===== src/rtl/multicycle_controller.sv =====
// Multicycle RV32-style control FSM: sequences fetch/decode/execute/memory/
// writeback and drives datapath selects and register write enables.
// Outputs are decoded combinationally from the current state (plus
// mem_ready / branch_taken where noted). The debug state code follows
// the state listing order: FETCH=0 ... HALT=13, ERROR=14.
// Optional feature macro: ECALL_HALT_EN (ecall halts the controller
// until reset). When the macro is undefined, ecall executes as a NOP.
module multicycle_controller #(
    parameter int unsigned WAIT_LIMIT = 15
) (
    input  logic       clk,
    input  logic       rst_n,
    input  logic [6:0] opcode,
    input  logic [2:0] funct3,
    input  logic       branch_taken,
    input  logic       mem_ready,
    output logic       mem_req,
    output logic       mem_we,
    output logic       AdrSrc,
    output logic       IRWrite,
    output logic       PCWrite,
    output logic       RegWrite,
    output logic [1:0] ALUSrcA,
    output logic [1:0] ALUSrcB,
    output logic [1:0] ResultSrc,
    output logic [2:0] ALUControl,
    output logic [3:0] state,
    output logic       err
);

    localparam int unsigned CNT_W = $clog2(WAIT_LIMIT + 1);

    localparam logic [6:0] OP_LOAD   = 7'b0000011;
    localparam logic [6:0] OP_STORE  = 7'b0100011;
    localparam logic [6:0] OP_RTYPE  = 7'b0110011;
    localparam logic [6:0] OP_ITYPE  = 7'b0010011;
    localparam logic [6:0] OP_BRANCH = 7'b1100011;
    localparam logic [6:0] OP_JAL    = 7'b1101111;
    localparam logic [6:0] OP_JALR   = 7'b1100111;
    localparam logic [6:0] OP_LUI    = 7'b0110111;
    localparam logic [6:0] OP_AUIPC  = 7'b0010111;
    localparam logic [6:0] OP_SYSTEM = 7'b1110011;

    typedef enum logic [3:0] {
        S_FETCH    = 4'd0,
        S_DECODE   = 4'd1,
        S_MEMADR   = 4'd2,
        S_MEMREAD  = 4'd3,
        S_MEMWB    = 4'd4,
        S_MEMWRITE = 4'd5,
        S_EXECR    = 4'd6,
        S_EXECI    = 4'd7,
        S_ALUWB    = 4'd8,
        S_BRANCH   = 4'd9,
        S_JAL      = 4'd10,
        S_JALR     = 4'd11,
        S_UPPER    = 4'd12,
        S_HALT     = 4'd13,
        S_ERROR    = 4'd14
    } state_t;

    state_t           state_q, state_d;
    logic [CNT_W-1:0] cnt_q, cnt_d;
    logic             jalr_q, jalr_d;
    logic             timeout;

    // This cycle is the WAIT_LIMIT-th consecutive not-ready cycle of an access
    assign timeout = (cnt_q == CNT_W'(WAIT_LIMIT - 1)) && !mem_ready;
    assign state   = state_q;

    // State, wait counter and JALR phase registers
    always_ff @(posedge clk or negedge rst_n) begin
        if (!rst_n) begin
            state_q <= S_FETCH;
            cnt_q   <= '0;
            jalr_q  <= 1'b0;
        end else begin
            state_q <= state_d;
            cnt_q   <= cnt_d;
            jalr_q  <= jalr_d;
        end
    end

    // Next-state and datapath control decode
    always_comb begin
        state_d    = state_q;
        cnt_d      = '0;
        jalr_d     = 1'b0;
        mem_req    = 1'b0;
        mem_we     = 1'b0;
        AdrSrc     = 1'b0;
        IRWrite    = 1'b0;
        PCWrite    = 1'b0;
        RegWrite   = 1'b0;
        ALUSrcA    = 2'b00;
        ALUSrcB    = 2'b00;
        ResultSrc  = 2'b00;
        ALUControl = 3'b000;
        err        = 1'b0;
        unique case (state_q)
            S_FETCH: begin
                // Request is withdrawn in the cycle the access is abandoned
                mem_req   = !timeout;
                ALUSrcB   = 2'b10;
                ResultSrc = 2'b10;
                if (mem_ready) begin
                    IRWrite = 1'b1;
                    PCWrite = 1'b1;
                    state_d = S_DECODE;
                end else if (timeout) begin
                    state_d = S_ERROR;
                end else begin
                    cnt_d = cnt_q + CNT_W'(1);
                end
            end
            S_DECODE: begin
                ALUSrcA = 2'b01;
                ALUSrcB = 2'b01;
                case (opcode)
                    OP_LOAD, OP_STORE: state_d = S_MEMADR;
                    OP_RTYPE:          state_d = S_EXECR;
                    OP_ITYPE:          state_d = S_EXECI;
                    OP_BRANCH:         state_d = S_BRANCH;
                    OP_JAL:            state_d = S_JAL;
                    OP_JALR:           state_d = S_JALR;
                    OP_LUI, OP_AUIPC:  state_d = S_UPPER;
`ifdef ECALL_HALT_EN
                    OP_SYSTEM:         state_d = S_HALT;
`else
                    OP_SYSTEM:         state_d = S_FETCH;
`endif
                    default:           state_d = S_FETCH;
                endcase
            end
            S_MEMADR: begin
                ALUSrcA = 2'b10;
                ALUSrcB = 2'b01;
                state_d = (opcode == OP_LOAD) ? S_MEMREAD : S_MEMWRITE;
            end
            S_MEMREAD: begin
                mem_req = !timeout;
                AdrSrc  = 1'b1;
                if (mem_ready)    state_d = S_MEMWB;
                else if (timeout) state_d = S_ERROR;
                else              cnt_d   = cnt_q + CNT_W'(1);
            end
            S_MEMWB: begin
                ResultSrc = 2'b01;
                RegWrite  = 1'b1;
                state_d   = S_FETCH;
            end
            S_MEMWRITE: begin
                // Write qualifier has no meaning once the request is dropped
                mem_req = !timeout;
                mem_we  = !timeout;
                AdrSrc  = 1'b1;
                if (mem_ready)    state_d = S_FETCH;
                else if (timeout) state_d = S_ERROR;
                else              cnt_d   = cnt_q + CNT_W'(1);
            end
            S_EXECR: begin
                ALUSrcA    = 2'b10;
                ALUControl = funct3;
                state_d    = S_ALUWB;
            end
            S_EXECI: begin
                ALUSrcA    = 2'b10;
                ALUSrcB    = 2'b01;
                ALUControl = funct3;
                state_d    = S_ALUWB;
            end
            S_ALUWB: begin
                RegWrite = 1'b1;
                state_d  = S_FETCH;
            end
            S_BRANCH: begin
                ALUSrcA = 2'b10;
                PCWrite = branch_taken;
                case (funct3[2:1])
                    2'b10:   ALUControl = 3'b010;
                    2'b11:   ALUControl = 3'b011;
                    default: ALUControl = 3'b000;
                endcase
                state_d = S_FETCH;
            end
            S_JAL: begin
                PCWrite = 1'b1;
                ALUSrcA = 2'b01;
                ALUSrcB = 2'b10;
                state_d = S_ALUWB;
            end
            S_JALR: begin
                // First cycle redirects PC to rs1+imm, second captures OldPC+4
                if (!jalr_q) begin
                    ALUSrcA   = 2'b10;
                    ALUSrcB   = 2'b01;
                    ResultSrc = 2'b10;
                    PCWrite   = 1'b1;
                    jalr_d    = 1'b1;
                end else begin
                    ALUSrcA = 2'b01;
                    ALUSrcB = 2'b10;
                    state_d = S_ALUWB;
                end
            end
            S_UPPER: begin
                ALUSrcB = 2'b01;
                if (opcode == OP_LUI) begin
                    ALUSrcA    = 2'b00;
                    ALUControl = 3'b111;
                end else begin
                    ALUSrcA = 2'b01;
                end
                state_d = S_ALUWB;
            end
            S_HALT:  state_d = S_HALT;
            S_ERROR: err     = 1'b1;
            default: state_d = S_FETCH;
        endcase
    end

endmodule


===== config.mk =====
export PLATFORM = sky130hd
export DESIGN_NAME = multicycle_controller
export DESIGN_NICKNAME = d
export VERILOG_FILES = /design/src/rtl/multicycle_controller.sv
export SDC_FILE = /design/constraint.sdc
export NUM_CORES = 1
export LEC_CHECK = 0
export CORE_MARGIN = 2
export CORE_UTILIZATION = 35
export DETAILED_ROUTE_END_ITERATION = 10
export SLEW_MARGIN = 40
export SYNTH_ARGS = -nofsm -noshare
export SYNTH_HDL_FRONTEND = slang
export SYNTH_SLANG_ARGS = --single-unit

===== constraint.sdc =====
create_clock -name clk -period 1.89 [get_ports clk]
set_clock_uncertainty 0.15 [all_clocks]
set_input_delay 0.378 -clock clk [delete_from_list [all_inputs] [get_ports clk]]
set_output_delay 0.378 -clock clk [all_outputs]
set_load 0.01 [all_outputs]

==> run metrics <==
most frequent CP cell buf_4; largest net degree at the start of global routing 14; Crit. End Element primary output; f_max 0.445 GHz; P_int between 1 and 1.5 mW; Clock Tree Root clkbuf_4; total number of vias 1,634; crit start category flop; WP data required 1360 ps; violated checks negative setup slack; Horiz. Die Dim 56.7 um; async set or reset register ratio after synthesis 100%; Setup Crit Path Kind flop to primary output; Slew @ Worst Pin 447 ps; end-of-flow core utilization 83.0%; TritonCTS Sinks 9; area share of the largest cell type after synthesis 23.2%; Gate power share about four fifths; Min Clock Period, post-route around 2200 ps; P&R area growth vs syn 129%; drt drc 0; Flop pwr share between 10 and 15%; crit path DAT 1720 ps; Worst-path clk slew 80 ps; Final Max Tran Viols 0; GPL Wtd Cong 0.889; fillcell total 154; Sw Pwr ~0.92 mW; Avg WL per Cell 19.2 um; Mapped Area just under 1000 um2; Rel. slew slack 70.1%; setup TNS -3310 ps; Hold Fails Final Rpt 0; Clock power frac 7.8%; number of placement rows 19; overall routing resource usage 29.2%; CTS tree yes; first-pass GRT wire length 7320 um; most common cell in the netlist nor2_1; FF-to-FF Start state[1]; CP Launch Point state[1]; top post-synthesis cells by count nor2_1 (15), dfrtp_1 (9), nor3_1 (9); Post-DRT Antenna Nets 0; CP max-delay cell dfrtp_2; # IOs 34; Num CTS Buffers 3; CTS Buffer Depth 2; core area 2690 um2; CTS H-tree lvls 1; Net count, final between 200 and 300; Top FF cell, synth dfrtp_1; Yosys Warn Count 0; Clk Latency, worst-skew pair around 280 ps; pre-CTS setup slack -678 ps; worst hold-check path type primary input to asynchronous set/reset pin; slowest stage delay, CP 440 ps; DIE HEIGHT 56.7 um; Die Footprint 3220 um2; Seq cells post-synth 9; Mapped Nets 150; Initial Util 36.2%; number of flops mapped to enable cells by yosys 0; crit path max fanout 3; Post-Syn Instances 134; status finished with violations; layout cell share with drive strength beyond 1 61.3%; vias in the first global route approximately 1,700; Port Buffers 33; switch share 43.0%; final setup fails 19; cell taking the most area after synthesis dfrtp_1; HPWL after DPL roughly 2800 um; Max Cap Viol 0; post-synthesis sequential area ratio between 20% and 30%; Static Leak 1.07 nW; Initial DRC Count 67; First-pass DRT Iterations 4; grt total ovfl 0; fin crit share 119%; initial antenna violation count 0; mean post-synth cell area 7.26 um2; unrepaired setup endpoints after global routing yes; Max VDD drop 796 uV; smallest setup slack after layout -359 ps; number of distinct library cells after synthesis 45; Ant. Diodes 0; critical-path cell list buf_4 > buf_4 > buf_4 > nor2_4 > a211oi_2 > a21oi_1 > buf_2; Avg Vias per Cell slightly below 6; WL final between 5000 and 6000 um; pwr/cell area 958 nW/um2; largest cells by area after synthesis dfrtp_1 (23%), nor2_1 (5.8%), nor3_1 (4.6%), nand2b_1 (4.5%), nor2b_1 (3.9%)
==> cell families (layout without fill, tap and decap cells) <==
group	after synthesis	in the layout	share of synthesized area, %
adders and majority gates	2	2	2.57
DFF	9	9	23.2
buffers and inverters	15	124	6.05
xor gates and xnor gates	3	3	2.70
AOI/OAI and AO/OA	40	40	29.3
and+or+nand+nor	65	65	36.2
==> metal layers <==
| metal | wire length [um] | vias up | part of all wire, % | GRT usage, % |
|---|---|---|---|---|
| li1 | - | 720 | - | - |
| met1 | 1980 | 769 | 38 | 31.5 |
| met2 | 2660 | 104 | 51 | 52.8 |
| met3 | 337 | 41 | 6.4 | 6.45 |
| met4 | 277 | 0 | 5.3 | 14.3 |
| met5 | 0 | - | 0 | 0 |
==> layout make-up <==
| cell class | count | area (um2) | share of cell area [%] |
|---|---|---|---|
| clock buffers | 4 | 26.3 | 1.18 |
| repair buffers | 115 | 978 | 43.9 |
| multi-input cells | 110 | 936 | 42.0 |
| well taps | 31 | 38.8 | 1.74 |
| inverters | 5 | 18.8 | 0.842 |
| flip-flops and latches | 9 | 230 | 10.3 |
==> timing repair <==
action / in CTS / in global routing
pin swaps: 13 / 14
hold buffers: 0 / 0
setup endpoints to repair: 25 / 24
setup buffers: 25 / 9
resized for setup: 121 / 50
==> critical path, delay by kind of cell, from the launching register on <==
kind | cells | cell delay (ps)
AO/OA/AOI/OAI | 2 | 240
flip-flops | 1 | 440
buffers and inverters | 4 | 620
AND/OR/NAND/NOR | 1 | 120
==> stage by stage <==
stage	total power, mW	instance area (um2)	cells	hold WS, ps
final	2.14	2230	274	250
after global routing	2.24	2230	274	272
after CTS	1.82	2010	268	259
after detailed placement	1.46	1700	239	380
after global placement	1.45	1700	239	367
after floorplan	0.768	972	134	-67.6
==> flip-flops by register name, summed over array words and instances (netlist names) <==
signal  count
cnt_q       4
jalr_q      1
state       4
==> cell usage in the layout (no fill, tap or decap), types with 5 or more instances in the layout <==
cell and instances:
buf_4 60, buf_6 21, buf_2 13, nor2_4 8, dlygate4sd2_1 8, clkdlybuf4s50_1 7, nor2_1 6, o21ai_1 5
nand2_1 5, dfrtp_1 5
==> power by group through the flow <==
| stage | Clock (mW) | Combinational [mW] | Sequential [mW] |
|---|---|---|---|
| final | 0.166 | 1.69 | 0.275 |
| after global routing | 0.182 | 1.78 | 0.276 |
| after CTS | 0.161 | 1.39 | 0.268 |
| after detailed placement | 0 | 1.17 | 0.288 |
| after global placement | 0 | 1.16 | 0.289 |
| after floorplan | 0 | 0.497 | 0.271 |
==> worst paths after layout <==
check / cells after the start / end / slack [ps]
worst min-delay path: 1 / state[3] / 250
worst max register to register: 7 / state[0] / -130
min in group clk: 2 / cnt_q[0] / 390
worst min register to register: 2 / cnt_q[0] / 390
worst max-delay path: 7 / ALUSrcB[0] / -360
max in group asynchronous: 1 / state[0] / 990
Power figures use the tool's default switching activity.
